--- src/rtl/learn_song_sequencer_pkg.sv ---
`default_nettype none
// ----------------------------------------------------------------------------
// Module   : learn_song_sequencer_pkg
// Purpose  : Song ROM field layout, octave encodings and sequencer state type.
// Revision : 1.0  initial release
// ----------------------------------------------------------------------------
package learn_song_sequencer_pkg;

  localparam int ROM_W     = 16;
  localparam int NOTE_W    = 8;
  localparam int SHIFT_W   = 2;
  localparam int NOTE_LSB  = 0;
  localparam int SHIFT_LSB = 8;
  localparam int DUR_LSB   = 10;
  localparam int END_BIT   = 15;

  localparam logic [SHIFT_W-1:0] SHIFT_LOW  = 2'b01;
  localparam logic [SHIFT_W-1:0] SHIFT_MID  = 2'b00;
  localparam logic [SHIFT_W-1:0] SHIFT_HIGH = 2'b10;

  typedef enum logic [2:0] {
    ST_IDLE  = 3'd0,
    ST_FETCH = 3'd1,
    ST_WAIT  = 3'd2,
    ST_HOLD  = 3'd3,
    ST_GAP   = 3'd4
  } seq_state_t;

endpackage
`default_nettype wire

--- src/rtl/learn_song_sequencer_if.sv ---
`default_nettype none
// ----------------------------------------------------------------------------
// Module   : learn_song_sequencer_if
// Purpose  : Control, song ROM and display-row signals of the note sequencer.
// Revision : 1.0  initial release
// ----------------------------------------------------------------------------
interface learn_song_sequencer_if #(
  parameter int ADDR_W = 6
) ();
  import learn_song_sequencer_pkg::*;

  logic                 start;
  logic                 stop;
  logic                 step;
  logic [ADDR_W-1:0]    rom_addr;
  logic [ROM_W-1:0]     rom_data;
  logic [NOTE_W-1:0]    note;
  logic [SHIFT_W-1:0]   shift;
  logic                 output_ready;
  logic                 busy;
  logic                 done;

  // master is the sequencer, slave is the display/top-level side
  modport master (
    input  start, stop, step, rom_data,
    output rom_addr, note, shift, output_ready, busy, done
  );

  modport slave (
    output start, stop, step, rom_data,
    input  rom_addr, note, shift, output_ready, busy, done
  );

endinterface
`default_nettype wire

--- src/rtl/learn_song_sequencer.sv ---
`default_nettype none
// ----------------------------------------------------------------------------
// Module   : learn_song_sequencer
// Purpose  : Walks the song ROM and feeds one block row per display step,
//            holding each note for its duration followed by rest rows.
// Revision : 1.0  initial release
// ----------------------------------------------------------------------------
module learn_song_sequencer
  import learn_song_sequencer_pkg::*;
#(
  parameter int ADDR_W    = 6,
  parameter int GAP_SLOTS = 1,
  parameter int DUR_W     = 5
) (
  input wire logic               vga_clk,
  input wire logic               rst,
  learn_song_sequencer_if.master bus
);

  localparam int GAP_W = (GAP_SLOTS < 2) ? 1 : $clog2(GAP_SLOTS + 1);

  seq_state_t         r_state,    w_state;
  logic [ADDR_W-1:0]  r_rom_addr, w_rom_addr;
  logic [NOTE_W-1:0]  r_note,     w_note;
  logic [SHIFT_W-1:0] r_shift,    w_shift;
  logic               r_ready,    w_ready;
  logic               r_done,     w_done;
  logic               r_pending,  w_pending;
  logic [DUR_W-1:0]   r_dur_cnt,  w_dur_cnt;
  logic [GAP_W-1:0]   r_gap_cnt,  w_gap_cnt;

  logic               w_step_now;
  logic               w_advance;
  logic [DUR_W-1:0]   w_dur_field;

  always_ff @(posedge vga_clk) begin
    if (rst) begin
      r_state    <= ST_IDLE;
      r_rom_addr <= '0;
      r_note     <= '0;
      r_shift    <= '0;
      r_ready    <= 1'b0;
      r_done     <= 1'b0;
      r_pending  <= 1'b0;
      r_dur_cnt  <= '0;
      r_gap_cnt  <= '0;
    end else begin
      r_state    <= w_state;
      r_rom_addr <= w_rom_addr;
      r_note     <= w_note;
      r_shift    <= w_shift;
      r_ready    <= w_ready;
      r_done     <= w_done;
      r_pending  <= w_pending;
      r_dur_cnt  <= w_dur_cnt;
      r_gap_cnt  <= w_gap_cnt;
    end
  end

  assign w_dur_field = bus.rom_data[DUR_LSB +: DUR_W];
  // a step latched while the note was being fetched counts as the first HOLD step
  assign w_step_now  = bus.step | r_pending;

  always_comb begin
    w_state    = r_state;
    w_rom_addr = r_rom_addr;
    w_note     = r_note;
    w_shift    = r_shift;
    w_ready    = r_ready;
    w_done     = 1'b0;
    w_pending  = r_pending;
    w_dur_cnt  = r_dur_cnt;
    w_gap_cnt  = r_gap_cnt;
    w_advance  = 1'b0;

    case (r_state)
      ST_IDLE: begin
        w_pending = 1'b0;
        if (bus.start) begin
          w_state    = ST_FETCH;
          w_rom_addr = '0;
        end
      end

      ST_FETCH: begin
        if (bus.step) w_pending = 1'b1;
        w_state = ST_WAIT;
      end

      ST_WAIT: begin
        if (bus.step) w_pending = 1'b1;
        if (bus.rom_data[END_BIT]) begin
          w_state   = ST_IDLE;
          w_done    = 1'b1;
          w_note    = '0;
          w_shift   = '0;
          w_ready   = 1'b0;
          w_pending = 1'b0;
        end else begin
          w_state   = ST_HOLD;
          w_note    = bus.rom_data[NOTE_LSB +: NOTE_W];
          w_shift   = bus.rom_data[SHIFT_LSB +: SHIFT_W];
          w_ready   = 1'b1;
          w_dur_cnt = (w_dur_field == '0) ? DUR_W'(1) : w_dur_field;
        end
      end

      ST_HOLD: begin
        w_pending = 1'b0;
        if (w_step_now) begin
          if (r_dur_cnt <= DUR_W'(1)) begin
            w_dur_cnt = '0;
            if (GAP_SLOTS > 0) begin
              w_state   = ST_GAP;
              w_ready   = 1'b0;
              w_gap_cnt = GAP_W'(GAP_SLOTS);
            end else begin
              w_advance = 1'b1;
            end
          end else begin
            w_dur_cnt = r_dur_cnt - DUR_W'(1);
          end
        end
      end

      ST_GAP: begin
        w_pending = 1'b0;
        if (w_step_now) begin
          if (r_gap_cnt <= GAP_W'(1)) begin
            w_gap_cnt = '0;
            w_advance = 1'b1;
          end else begin
            w_gap_cnt = r_gap_cnt - GAP_W'(1);
          end
        end
      end

      default: begin
        w_state = ST_IDLE;
      end
    endcase

    // the song never wraps: running off the last address ends it
    if (w_advance) begin
      w_ready = 1'b0;
      if (&r_rom_addr) begin
        w_state = ST_IDLE;
        w_done  = 1'b1;
        w_note  = '0;
        w_shift = '0;
      end else begin
        w_state    = ST_FETCH;
        w_rom_addr = r_rom_addr + ADDR_W'(1);
      end
    end

    if (bus.stop) begin
      w_state   = ST_IDLE;
      w_note    = '0;
      w_shift   = '0;
      w_ready   = 1'b0;
      w_done    = 1'b0;
      w_pending = 1'b0;
      w_dur_cnt = '0;
      w_gap_cnt = '0;
    end
  end

  assign bus.rom_addr     = r_rom_addr;
  assign bus.note         = r_note;
  assign bus.shift        = r_shift;
  assign bus.output_ready = r_ready;
  assign bus.busy         = (r_state != ST_IDLE);
  assign bus.done         = r_done;

endmodule
`default_nettype wire

--- src/flat_wrapper.sv ---
// flat-port wrapper written by rule: the top's interface ports become plain ports
module learn_song_sequencer_flat import learn_song_sequencer_pkg::*;
#(
  parameter int ADDR_W    = 6,
  parameter int GAP_SLOTS = 1,
  parameter int DUR_W     = 5
)
  (vga_clk, rst, bus_start, bus_stop, bus_step, bus_rom_data, bus_rom_addr, bus_note, bus_shift, bus_output_ready, bus_busy, bus_done);
  learn_song_sequencer_if #(.ADDR_W(ADDR_W)) bus_i ();
  input wire logic vga_clk;
  input wire logic rst;
  input wire logic [$bits(bus_i.start)-1:0] bus_start;
  input wire logic [$bits(bus_i.stop)-1:0] bus_stop;
  input wire logic [$bits(bus_i.step)-1:0] bus_step;
  input wire logic [$bits(bus_i.rom_data)-1:0] bus_rom_data;
  output wire logic [$bits(bus_i.rom_addr)-1:0] bus_rom_addr;
  output wire logic [$bits(bus_i.note)-1:0] bus_note;
  output wire logic [$bits(bus_i.shift)-1:0] bus_shift;
  output wire logic [$bits(bus_i.output_ready)-1:0] bus_output_ready;
  output wire logic [$bits(bus_i.busy)-1:0] bus_busy;
  output wire logic [$bits(bus_i.done)-1:0] bus_done;
  assign bus_i.start = bus_start;
  assign bus_i.stop = bus_stop;
  assign bus_i.step = bus_step;
  assign bus_i.rom_data = bus_rom_data;
  assign bus_rom_addr = bus_i.rom_addr;
  assign bus_note = bus_i.note;
  assign bus_shift = bus_i.shift;
  assign bus_output_ready = bus_i.output_ready;
  assign bus_busy = bus_i.busy;
  assign bus_done = bus_i.done;
  learn_song_sequencer #(.ADDR_W(ADDR_W), .GAP_SLOTS(GAP_SLOTS), .DUR_W(DUR_W)) u_core (.vga_clk(vga_clk), .rst(rst), .bus(bus_i));
endmodule
--- config.mk ---
export PLATFORM = sky130hd
export DESIGN_NAME = learn_song_sequencer_flat
export DESIGN_NICKNAME = d
export VERILOG_FILES = /design/src/rtl/learn_song_sequencer_pkg.sv /design/src/rtl/learn_song_sequencer_if.sv /design/src/rtl/learn_song_sequencer.sv /design/src/flat_wrapper.sv
export SDC_FILE = /design/constraint.sdc
export NUM_CORES = 1
export LEC_CHECK = 0
export BUFFER_PORTS_ARGS = -buffer_cell sky130_fd_sc_hd__buf_2
export CAP_MARGIN = 20
export CORE_MARGIN = 2
export CORE_UTILIZATION = 35
export CTS_CLUSTER_DIAMETER = 150
export DETAILED_ROUTE_END_ITERATION = 12
export PLACE_DENSITY = 0.7
export SYNTH_ARGS = -nofsm -noshare
export SYNTH_HDL_FRONTEND = slang
export SYNTH_SLANG_ARGS = --single-unit
--- constraint.sdc ---
create_clock -name vga_clk -period 1.3 [get_ports vga_clk]
set_input_delay 0.325 -clock vga_clk [delete_from_list [all_inputs] [get_ports vga_clk]]
set_output_delay 0.325 -clock vga_clk [all_outputs]
set_load 0.01 [all_outputs]
* Word-level counts from Yosys, hierarchy flattened
Cells that the tools add are included.
** Cells by class
- Add/subtract/negate cells :: 3
- $lt $le $gt $ge :: 2
- Equality and inequality tests :: 12
- Muxes and demuxes :: 43
- Bitwise operators :: 1
- Reduce and logical (&&, ||, !) cells :: 14
** Operator list (count)
- $mux 8 :: 4
- $mux 6 :: 4
- $mux 5 :: 4
- $mux 1 :: 17
- $pmux 3 s5 :: 1
- $mux 3 :: 4
- $mux 2 :: 5
- $pmux 5 s2 :: 1
- $ne 2x1->1 const B :: 4
- $reduce_and 4->1 :: 2
- $add 6x1->6 const B :: 1
- $eq 3x2->1 const B :: 2
- $ne 3x1->1 const B :: 2
- $reduce_and 3->1 :: 2
- $reduce_and 6->1 :: 1
- $reduce_bool 3->1 :: 2
- $reduce_or 3->1 :: 2
- $le 5x1->1 const B :: 1
- $logic_not 5->1 :: 1
- $sub 5x1->5 const B :: 1
- $pmux 1 s2 :: 2
- $reduce_bool 2->1 :: 2
- $eq 3x1->1 const B :: 1
- $eq 3x3->1 const B :: 1
- 8 further kinds :: 8
** Word-level totals
- Register bits after elaboration :: 28
- Bits of input ports :: 21
- Output and inout bits :: 19
- Word-level logic and storage cells :: 84

* Logic depth before layout (Yosys ltp)
Gate-level depths: netlist of the first run.
- Depth after elaboration :: 6
- Depth in mapped cells :: 6
- Mapped depth without buffers :: 6

* Least setup slack after synthesis of the first run
No wires, ideal clock.
- Path kind :: reg-to-reg
- From :: reg u_core.r_rom_addr[0] (netlist: u_core.bus.rom_addr[0])
- To :: reg u_core.r_rom_addr[3] (netlist: u_core.bus.rom_addr[3])
- Library setup time :: 74 ps
- Data arrival time :: 1420 ps
- Data required time :: 1226 ps
- Slack :: -194 ps
- Stages on the path, launching flop included :: 6
- Path buffers :: 0
- Clock period less this slack :: 1494 ps
- Cell sequence :: dfxtp_1 > ha_1 > nand2_1 > o211ai_1 > nand3_1 > a31oi_1
** On the way
- Cells in the longest elaborated chain, start to end :: 3
- Elaborated cells between the ends (all ways) :: 4
- Classes of those cells :: add/sub: 1; mux: 2; reduce/logical: 1
** RTL lines
- from (decl) :: line learn_song_sequencer.sv:23 : logic [ADDR_W-1:0] r_rom_addr, w_rom_addr;
- from (signal assigned) :: line learn_song_sequencer.sv:49 : r_rom_addr <= w_rom_addr;
- $add 6x1->6 / $reduce_and 6->1 (equally long branches) :: line learn_song_sequencer.sv:153, learn_song_sequencer.sv:146
- $mux 6 * :: line learn_song_sequencer.sv:146 : if (&r_rom_addr) begin
- $mux 6 * :: line learn_song_sequencer.sv:144 : if (w_advance) begin
Every way passes the cells marked *; elsewhere a longest branch is shown, timed or not.
A chain may end at the register's enable or synchronous reset.

* Worst setup path in the final report of the first run
- From :: reg u_core.r_state[0]
- To :: reg u_core.r_dur_cnt[3]
** On the way
- Cells in the longest elaborated chain, start to end :: 3
- Elaborated cells between the ends (all ways) :: 7
- Classes of those cells :: eq/ne: 4; mux: 1; reduce/logical: 2
** RTL lines
- from (decl) :: line learn_song_sequencer.sv:22 : seq_state_t r_state, w_state;
- from (signal assigned) :: line learn_song_sequencer.sv:48 : r_state <= w_state;
- $eq 3x2->1 :: line learn_song_sequencer.sv:76 : case (r_state)
- $ne 2x2->1 (no line) (tied with other cells)
- $reduce_and 3->1 (no line)
- to (signal assigned) :: line learn_song_sequencer.sv:55 : r_dur_cnt <= w_dur_cnt;
- to (decl) :: line learn_song_sequencer.sv:29 : logic [DUR_W-1:0] r_dur_cnt, w_dur_cnt;
Parallel ways exist; a longest one is shown, timed or not.

==> summary.md, run 1 <==
| Metric | Value |
|---|---|
| Max IR drop VDD | `a little over 0.5 mV` |
| Req. time, crit path | `1500 ps` |
| Max incr delay on CP | `around 420 ps` |
| Final Instance Area | `2206 µm²` |
| Via count | `between 1.5k and 2k` |
| Clk slew on worst S/H paths | `100 ps` |
| Syn nets | `193` |
| Iter 0 DRT Violations | `91` |
| Setup WS post-layout | `-83.29 ps` |
| Sw Pwr | `0.3893 mW` |
| Seq/Total Area, Yosys | `0.3773` |
| P_int | `1.143 mW` |
| Ys flop type | `dfxtp_1` |
| Fin nets | `271` |
| First-pass GRT wire length | `between 6000 and 7000 µm` |
| CP Launch Point | `u_core.r_state[0]` |
| Clock Tree Buf Depth | `2` |
| Final Hold Fails | `0` |
| Post-synth EDFFs | `0` |
| Layout cells sized above 1 | `0.5244` |
| Power Total | `1.532 mW` |
| Crit. End Element | `register` |
| Grt ovf | `0` |
| Initial core utilization | `0.3607` |
| Crit path to | `u_core.r_dur_cnt[3]` |
| Flop2flop setup slack | `-80 ps` |
| Final setup fails | `4` |
| Worst min path class | `input pin to register` |
| Yosys top cell by area | `dfxtp_1` |
| RSZ-0062 raised after global routing | `true` |
| Crit Path Max Fanout | `5` |
| Synth warn | `0` |
| Die Ht | `67.98 µm` |
| WL final | `just over 4000 µm` |
| Gate power share | `0.130` |
| Critical Path AT | `between 1500 and 2000 ps` |
| H-tree depth | `1` |
| Antenna violations before repair | `0` |
| Final Non-Filler Cells | `296` |
| Failing checks | `setup timing` |
| Die width | `67.98 µm` |
| Slew @ Worst Pin | `331.3 ps` |
| Placed cells | `279` |
| Synth unique cells | `46` |
| Worst skew pair latency | `280 ps` |
| Slew margin rel. | `0.7762` |
| Number of global-route vias before repair | `between 1k and 1.5k` |
| Syn Area/Cell | `8.477 µm²` |
| Post-synth top area share | `0.3773` |
| Pre-antenna DRT Iters | `4` |
| DIE AREA | `4621 µm²` |
| Crit Path Class | `register to register` |
| PwrDens | `694.6 nW/µm²` |
| Flop and latch count out of synthesis | `27` |
| CP max stage cell | `dfxtp_4` |
| Most frequent cells in the layout | `buf_2 (39), buf_4 (36), a21oi_1 (23)` |
| Max-Cap Viols | `0` |
| N_diodes | `0` |
| Peak Freq | `0.7229 GHz` |
| Pin count of the biggest net entering global routing | `17` |
| FF-to-FF End | `u_core.r_dur_cnt[3]` |
| Clk root buf | `clkbuf_8` |
| Slew Limit Fails | `0` |
| Cells after synthesis | `around 170` |
| GPL Wtd Cong | `~0.88` |
| Startpoint Class | `register` |
| Post-synth ARST share | `0` |
| Leading cell type in the layout, fill and taps excluded | `buf_2` |
| Io pins | `40` |
| Fillcell total | `between 300 and 400` |
| FF+latch area | `569.3 µm²` |
| Worst slack, placed | `-118.0 ps` |
| WL/cell | `about 14 µm` |
| Leak | `0.9447 nW` |
| Min cycle time layout | `1383 ps` |
| Final ANT Viol Nets | `0` |
| Post-DP HPWL | `2732 µm` |
| Area of the multi-input gates | `approximately 980 µm²` |
| Via density | `~5.2` |
| CTS buffer count | `3` |
| R2R cell count | `5` |
| CTS tree | `yes` |
| Status | `finished with violations` |
| Crit path cell chain | `buf_6, nand3b_4, nor4b_4, a22oi_2, o32ai_2` |
| Total track usage | `0.1726` |
| Clk sinks | `27` |
| Core footprint | `3971 µm²` |
| Top cells by area, synth | `dfxtp_1 (38%), a21oi_1 (8.0%), nand3b_1 (5.8%), nand2_1 (4.7%), nand3_1 (3.1%)` |
| Clock power frac | `0.329` |
| Switching share of total power | `0.2541` |
| Worst R2R Start | `u_core.r_state[0]` |
| Post-Place Cell Area | `1932 µm²` |
| FP Rows | `23` |
| Clock Skews | `between 2 and 3 ps` |
| Part of the cycle the worst path needs | `1.064` |
| IO buf count | `39` |
| WHS | `295.2 ps` |
| Mapped cell area | `1433 µm²` |
| P&R area growth vs syn | `53.97%` |
| Flop pwr share | `0.541` |
| DRC violations left | `0` |
==> how the worst min path moves through the flow <==
| stage | from | endpoint | slack [ps] | cells past startpoint |
|---|---|---|---|---|
| floorplan | u_core.r_dur_cnt[3] | u_core.r_dur_cnt[3] | 470 | 2 |
| global placement | u_core.bus.shift[0] | u_core.bus.shift[0] | 440 | 2 |
| detailed placement | u_core.bus.note[3] | u_core.bus.note[3] | 440 | 2 |
| CTS | bus_rom_data[3] | u_core.bus.note[3] | 290 | 3 |
| global route | bus_rom_data[7] | u_core.bus.note[7] | 310 | 3 |
| finish | bus_rom_data[3] | u_core.bus.note[3] | 300 | 3 |
==> flip-flops by register name, summed over array words and instances, names as in the netlist <==
signal / flops
u_core.bus.output_ready: 1
u_core.bus.rom_addr: 6
u_core.bus.done: 1
u_core.bus.shift: 2
u_core.bus.note: 8
u_core.r_dur_cnt: 5
u_core.r_state: 3
u_core.r_pending: 1
==> synth_stat cells, drive strengths merged, types with 4 or more instances <==
cell    instances
dfxtp          27
a21oi          24
nand2          19
nor2           13
nand3b         12
nand3           9
inv             5
nor3            5
buf             4
or3             4
==> repair_timing <==
| action | 4_1_cts | 5_1_grt |
|---|---|---|
| gates cloned | 0 | 1 |
| pin swaps | 6 | 10 |
| hold buffers | 0 | 0 |
| setup endpoints to repair | 23 | 26 |
| gates resized for setup | 14 | 24 |
| buffers inserted | 8 | 4 |
==> cell families (layout without fill, tap and decap cells) <==
group | Yosys count | count (layout) | share of synthesized area
AO/OA/AOI/OAI | 53 | 53 | 0.2498
buffers and inverters | 12 | 89 | 0.03930
flip-flops | 27 | 27 | 0.3773
AND/OR/NAND/NOR | 72 | 72 | 0.2952
adder cells (fa/ha/maj) | 3 | 3 | 0.02620
XOR/XNOR | 2 | 2 | 0.01223
==> power groups by stage <==
stage / registers (mW) / clock network [mW] / logic, mW
finish: 0.829 / 0.505 / 0.199
CTS: 0.829 / 0.515 / 0.180
global route: 0.830 / 0.542 / 0.215
floorplan: 0.852 / 0 / 0.0820
global placement: 0.856 / 0 / 0.157
detailed placement: 0.856 / 0 / 0.156
==> cell type report <==
cell class / instances / share of cell area
clock buffer: 3 / 0.01872
clock inverter: 1 / 0.002836
inverter: 5 / 0.01078
multi-input combinational: 130 / 0.4447
sequential: 27 / 0.2581
tap: 50 / 0.02836
timing repair buffer: 80 / 0.2365
==> through the flow <==
stage | TNS, ps | util
after global placement | -994.7 | 0.4865
after global routing | -849.0 | 0.5555
final | -243.9 | 0.5555
after floorplan | -407.9 | -
after CTS | -153.3 | 0.5246
after detailed placement | -1904 | 0.4865
==> worst max-delay path, delay by kind of cell (launching register included) <==
kind	cells	cell delay, ps
compound gates	2	370
simple gates	2	390
flops	1	420
buf+inv	1	120
==> per-layer routing <==
| layer | vias to the layer above | wire length, µm | track usage |
|---|---|---|---|
| met5 | - | 0 | 0 |
| li1 | 777 | - | - |
| met1 | 720 | 1786 | 0.2339 |
| met3 | 12 | 107 | 0.02138 |
| met4 | 0 | 97 | 0.09000 |
| met2 | 33 | 2035 | 0.2670 |
No activity file was read; power rests on OpenSTA's default activity.
==> run 2, diff against run 1 <==
--- a/config.mk
+++ b/config.mk
@@ -11,7 +11,8 @@
 export CORE_UTILIZATION = 35
 export CTS_CLUSTER_DIAMETER = 150
 export DETAILED_ROUTE_END_ITERATION = 12
-export PLACE_DENSITY = 0.7
+export PLACE_DENSITY = 0.68
+export SKIP_LAST_GASP = 1
 export SYNTH_ARGS = -nofsm -noshare
 export SYNTH_HDL_FRONTEND = slang
 export SYNTH_SLANG_ARGS = --single-unit
==> constraint.sdc (replaced) <==
create_clock -name vga_clk -period 1.57 [get_ports vga_clk]
set_input_delay 0.3925 -clock vga_clk [delete_from_list [all_inputs] [get_ports vga_clk]]
set_output_delay 0.3925 -clock vga_clk [all_outputs]
set_load 0.01 [all_outputs]
==> run 2 against run 1 <==
The run now ends clean. Sequential power decreased by 16%. Design area decreased by 19%. Global-route usage decreased by 2.4 points. Count of clock-buffer cells in the layout did not move. Largest cell class unchanged.
==> summary.md, run 2 (synthesis gave the netlist of run 1 again) <==
| Metric | Value |
|---|---|
| Clk sinks | `27` |
| WL/cell | `12.33 µm` |
| Placed cells | `260` |
| Met2 WL | `1557 µm` |
| CTS tree | `yes` |
| Pin count of the biggest net entering global routing | `17` |
| CP max stage cell | `dfxtp_1` |
| Part of the cycle the worst path needs | `0.9444` |
| Clk slew on worst S/H paths | `100 ps` |
| Slew @ Worst Pin | `352.5 ps` |
| Initial core utilization | `0.3607` |
| Req. time, crit path | `1180 ps` |
| Met1 Wirelength | `1560 µm` |
| Worst skew pair latency | `280 ps` |
| DRC violations left | `0` |
| PwrDens | `just under 700 nW/µm²` |
| CTS buffer count | `3` |
| Core footprint | `3971 µm²` |
| Bufs and invs on worst path | `2` |
| Io pins | `40` |
| Leading cell type in the layout, fill and taps excluded | `buf_2` |
| WHS | `369.4 ps` |
| Clock Skews | `4.431 ps` |
| Min cycle time layout | `1483 ps` |
| CP delay by family, top | `flip-flops` |
| WL final | `3281 µm` |
| Max-Cap Viols | `0` |
| Pre-antenna DRT Iters | `4` |
| Number of global-route vias before repair | `1216` |
| Fin nets | `241` |
| Max FFs per register | `8` |
| IO buf count | `39` |
| Slew Limit Fails | `0` |
| Met3 WL | `106 µm` |
| Slew margin rel. | `0.7632` |
| Peak Freq | `0.6744 GHz` |
| Clk root buf | `clkbuf_8` |
| Crit path cell chain | `inv_1, nand2_1, buf_2` |
| Antenna violations before repair | `0` |
| Total track usage | `0.1482` |
| Critical Path AT | `approximately 1100 ps` |
| Max incr delay on CP | `about 480 ps` |
| Clock Tree Buf Depth | `2` |
| Final setup fails | `0` |
| H-tree depth | `1` |
| First-pass GRT wire length | `5292 µm` |
| Post-DP HPWL | `2474 µm` |
| N_diodes | `0` |
| Max Used Layer | `met4` |
| Fillcell total | `395` |
| Most frequent cells in the layout | `buf_2 (39), dfxtp_1 (25), a21oi_1 (23)` |
| Crit Path Class | `register to primary output` |
| Max IR drop VDD | `0.3976 mV` |
| DIE AREA | `approximately 4600 µm²` |
| Die Ht | `67.98 µm` |
| Grt ovf | `0` |
| Final Non-Filler Cells | `266` |
| Via density | `5.256` |
| Status | `complete, no violations` |
| FP Rows | `23` |
| Layout cells sized above 1 | `0.3287` |
| Post-CTS Hold Buffers | `0` |
| Via count | `1398` |
| Final ANT Viol Nets | `0` |
| GPL Wtd Cong | `0.8611` |
| Final Hold Fails | `0` |
| Leak | `0.7299 nW` |
| Iter 0 DRT Violations | `48` |
| Worst min path class | `input pin to register` |
| Crit. End Element | `primary output` |
| Startpoint Class | `register` |
| Crit Path Max Fanout | `8` |
| Die width | `~68 µm` |
| P&R area growth vs syn | `24.72%` |
[run 2: power breakdown]
| part | internal [mW] | total [mW] | leakage [nW] | switching (mW) |
|---|---|---|---|---|
| combinational | 0.0509 | 0.112 | 0.490 | 0.0612 |
| sequential | 0.689 | 0.698 | 0.219 | 0.00887 |
| clock | 0.181 | 0.413 | 0.0217 | 0.232 |
[run 2: worst min-delay path, cell delays in order]
cell and delay (ps):
buf_2 90, nand3b_1 70, a21oi_1 60
[run 2: layout make-up]
| cell class | instances | area [µm²] | share of cell area |
|---|---|---|---|
| clock buffers | 3 | 41.29 | 0.02311 |
| clock inverters | 1 | 7.507 | 0.004202 |
| well taps | 50 | 62.56 | 0.03501 |
| inverters | 5 | 18.77 | 0.01050 |
| multi-input cells | 130 | 835.8 | 0.4678 |
| flip-flops and latches | 27 | 543.0 | 0.3039 |
| repair buffers | 50 | 277.8 | 0.1555 |
[run 2: per-stage QoR]
step                      utilization  setup WS (ps)  power (mW)  instance area [µm²]  TNS [ps]
final                          0.4499          87.24       1.222                 1787         0
after global routing           0.4499         -21.61       1.268                 1787    -46.99
after CTS                      0.4461          80.16       1.236                 1772         0
after detailed placement       0.4332          53.16      0.8252                 1720         0
after global placement         0.4332          55.37      0.8257                 1720         0
after floorplan                     -          76.09      0.7766                 1433         0
[run 2: final timing paths]
path	startpoint	to	slack (ps)	cells past startpoint
max	u_core.r_state[2]	bus_busy	90	3
min	bus_rom_data[7]	u_core.bus.note[7]	370	3
min reg2reg	u_core.bus.note[7]	u_core.bus.note[7]	450	2
max reg2reg	u_core.r_dur_cnt[1]	u_core.r_dur_cnt[3]	130	7
[run 2: metal layers]
metal  GRT usage  vias up
met5           0        -
met4     0.06000        0
met3     0.01480        6
met2      0.2391       26
met1      0.2016      649
li1            -      717
[run 2: repair_timing]
item                                    in CTS  in global routing
buffers inserted                             0                  2
pin swaps                                    0                  1
resized for setup                            2                  0
endpoints found under the setup margin       1                  2
cloned                                       0                  0
==> run 3, diff against run 2 <==
==> constraint.sdc (replaced) <==
create_clock -name vga_clk -period 1.8 [get_ports vga_clk]
set_input_delay 0.45 -clock vga_clk [delete_from_list [all_inputs] [get_ports vga_clk]]
set_output_delay 0.45 -clock vga_clk [all_outputs]
set_load 0.01 [all_outputs]
==> run 3 against run 2 <==
Via count down 2.1%. Largest power group unchanged. Sequential power decreased by 13%. Critical path type unchanged. Highest routed layer unchanged. Utilization is 1.5 points lower. Total power is 14% lower.
==> summary.md, run 3 (synthesis gave the netlist of run 1 again) <==
| Metric | Value |
|---|---|
| Clk sinks | `27` |
| Final Hold Fails | `0` |
| Die Ht | `67.98 µm` |
| Grt ovf | `0` |
| FF+latch area | `541.8 µm²` |
| Max IR drop VDD | `between 0.4 and 0.5 mV` |
| Area of the multi-input gates | `around 840 µm²` |
| DIE AREA | `4621 µm²` |
| Peak Freq | `0.6087 GHz` |
| Status | `complete, no violations` |
| First-pass GRT wire length | `5388 µm` |
| Worst min path class | `input pin to register` |
| Number of global-route vias before repair | `between 1k and 1.5k` |
| Fillcell total | `419` |
| Fin nets | `233` |
| Slew margin rel. | `0.6903` |
| H-tree depth | `1` |
| DRC violations left | `0` |
| RSZ-0062 raised after global routing | `false` |
| Crit Path Class | `register to primary output` |
| Pre-antenna DRT Iters | `4` |
| Clk slew on worst S/H paths | `90 ps` |
| Total track usage | `0.1515` |
| Crit path to | `bus_busy` |
| Io pins | `40` |
| Final ANT Viol Nets | `0` |
| Part of the cycle the worst path needs | `0.9127` |
| PwrDens | `a little over 600 nW/µm²` |
| Clk root buf | `clkbuf_8` |
| Slew Limit Fails | `0` |
| FF-to-FF End | `u_core.r_dur_cnt[0]` |
| IO buf count | `39` |
| P&R area growth vs syn | `20.44%` |
| Core footprint | `3971 µm²` |
| Post-DP HPWL | `2457 µm` |
| Leak | `0.6865 nW` |
| Iter 0 DRT Violations | `112` |
| Req. time, crit path | `1350 ps` |
| Flop2flop setup slack | `230 ps` |
| CTS buffer count | `3` |
| Final Instance Area | `1725 µm²` |
| Initial core utilization | `0.3607` |
| Via count | `about 1.4k` |
| Post-Place Cell Area | `1668 µm²` |
| R2R cell count | `6` |
| N_diodes | `0` |
| GPL Wtd Cong | `0.8384` |
| Clock Skews | `between 1 and 1.5 ps` |
| Total negative setup slack | `0 ps` |
| Min cycle time layout | `about 1600 ps` |
| Clock Tree Buf Depth | `2` |
| Slew @ Worst Pin | `463.9 ps` |
| Critical Path AT | `approximately 1200 ps` |
| Max FFs per register | `8` |
| Max-Cap Viols | `0` |
| Pin count of the biggest net entering global routing | `17` |
| WL/cell | `12.97 µm` |
| FP Rows | `23` |
| CTS tree | `yes` |
| Die width | `67.98 µm` |
| Leading cell type in the layout, fill and taps excluded | `buf_2` |
| WHS | `433.0 ps` |
| Crit. End Element | `primary output` |
| Layout cells sized above 1 | `0.2981` |
| Crit Path Max Fanout | `8` |
| Antenna violations before repair | `0` |
| WL final | `around 3300 µm` |
| Via density | `5.302` |
| Worst skew pair latency | `270 ps` |
| Worst R2R Start | `u_core.r_dur_cnt[1]` |
| Final setup fails | `0` |
| Most frequent cells in the layout | `buf_2 (39), dfxtp_1 (26), a21oi_1 (23)` |
| CP Launch Point | `u_core.r_state[1]` |
| Startpoint Class | `register` |
run 3: changes by cell type in the layout (fill, tap and decap cells not counted):
cell	before	now
buf_4	11	3
dfxtp_1	25	26
dfxtp_2	2	1
run 3: how the worst min path moves through the flow:
stage / slack, ps / cells past startpoint / start / to
floorplan: 470 / 2 / u_core.r_dur_cnt[3] / u_core.r_dur_cnt[3]
detailed placement: 440 / 2 / u_core.bus.note[1] / u_core.bus.note[1]
finish: 430 / 3 / bus_rom_data[4] / u_core.bus.note[4]
CTS: 430 / 3 / bus_rom_data[1] / u_core.bus.note[1]
global placement: 440 / 2 / u_core.bus.note[5] / u_core.bus.note[5]
global route: 440 / 3 / bus_rom_data[7] / u_core.bus.note[7]
run 3: layout make-up:
type                    instances  share of cell area
clock buffers                   3             0.02393
well taps                      50             0.03626
inverters                       5             0.01088
clock inverters                 1            0.004351
repair buffers                 42              0.1262
flip-flops and latches         27              0.3140
multi-input cells             130              0.4844
run 3: metrics by stage:
stage               utilization  worst slack, ps  power [mW]  cells
floorplan                     -            306.1      0.6774    169
global placement         0.4200            184.1      0.7170    253
detailed placement       0.4200            115.3      0.7173    253
CTS                      0.4323            41.45       1.068    257
global route             0.4345            47.61       1.100    258
finish                   0.4345            157.2       1.056    258
run 3: power breakdown:
part / switching, mW / internal, mW
clock: 0.195 / 0.157
combinational: 0.0523 / 0.0415
sequential: 0.00908 / 0.601
total: 0.257 / 0.799
run 3: repair_timing:
action / 4_1_cts / 5_1_grt
hold buffers: 0 / 0
setup endpoints to repair: 0 / 7
resized for setup: 0 / 1
setup buffers: 0 / 1
hold endpoints to repair: 0 / 0
run 3: layer usage:
| layer | global-route usage | vias to the layer above | share of wire | routed length, µm |
|---|---|---|---|---|
| li1 | - | 698 | - | - |
| met1 | 0.2036 | 632 | 0.47 | 1574 |
| met2 | 0.2367 | 34 | 0.47 | 1568 |
| met3 | 0.02961 | 4 | 0.048 | 162 |
| met4 | 0.06250 | 0 | 0.012 | 41 |
| met5 | 0 | - | 0 | 0 |
run 3: worst max-delay path: stages (launching register included):
cell and delay [ps]:
dfxtp_1 620, nor2_8 80, nand2_1 90, buf_2 120
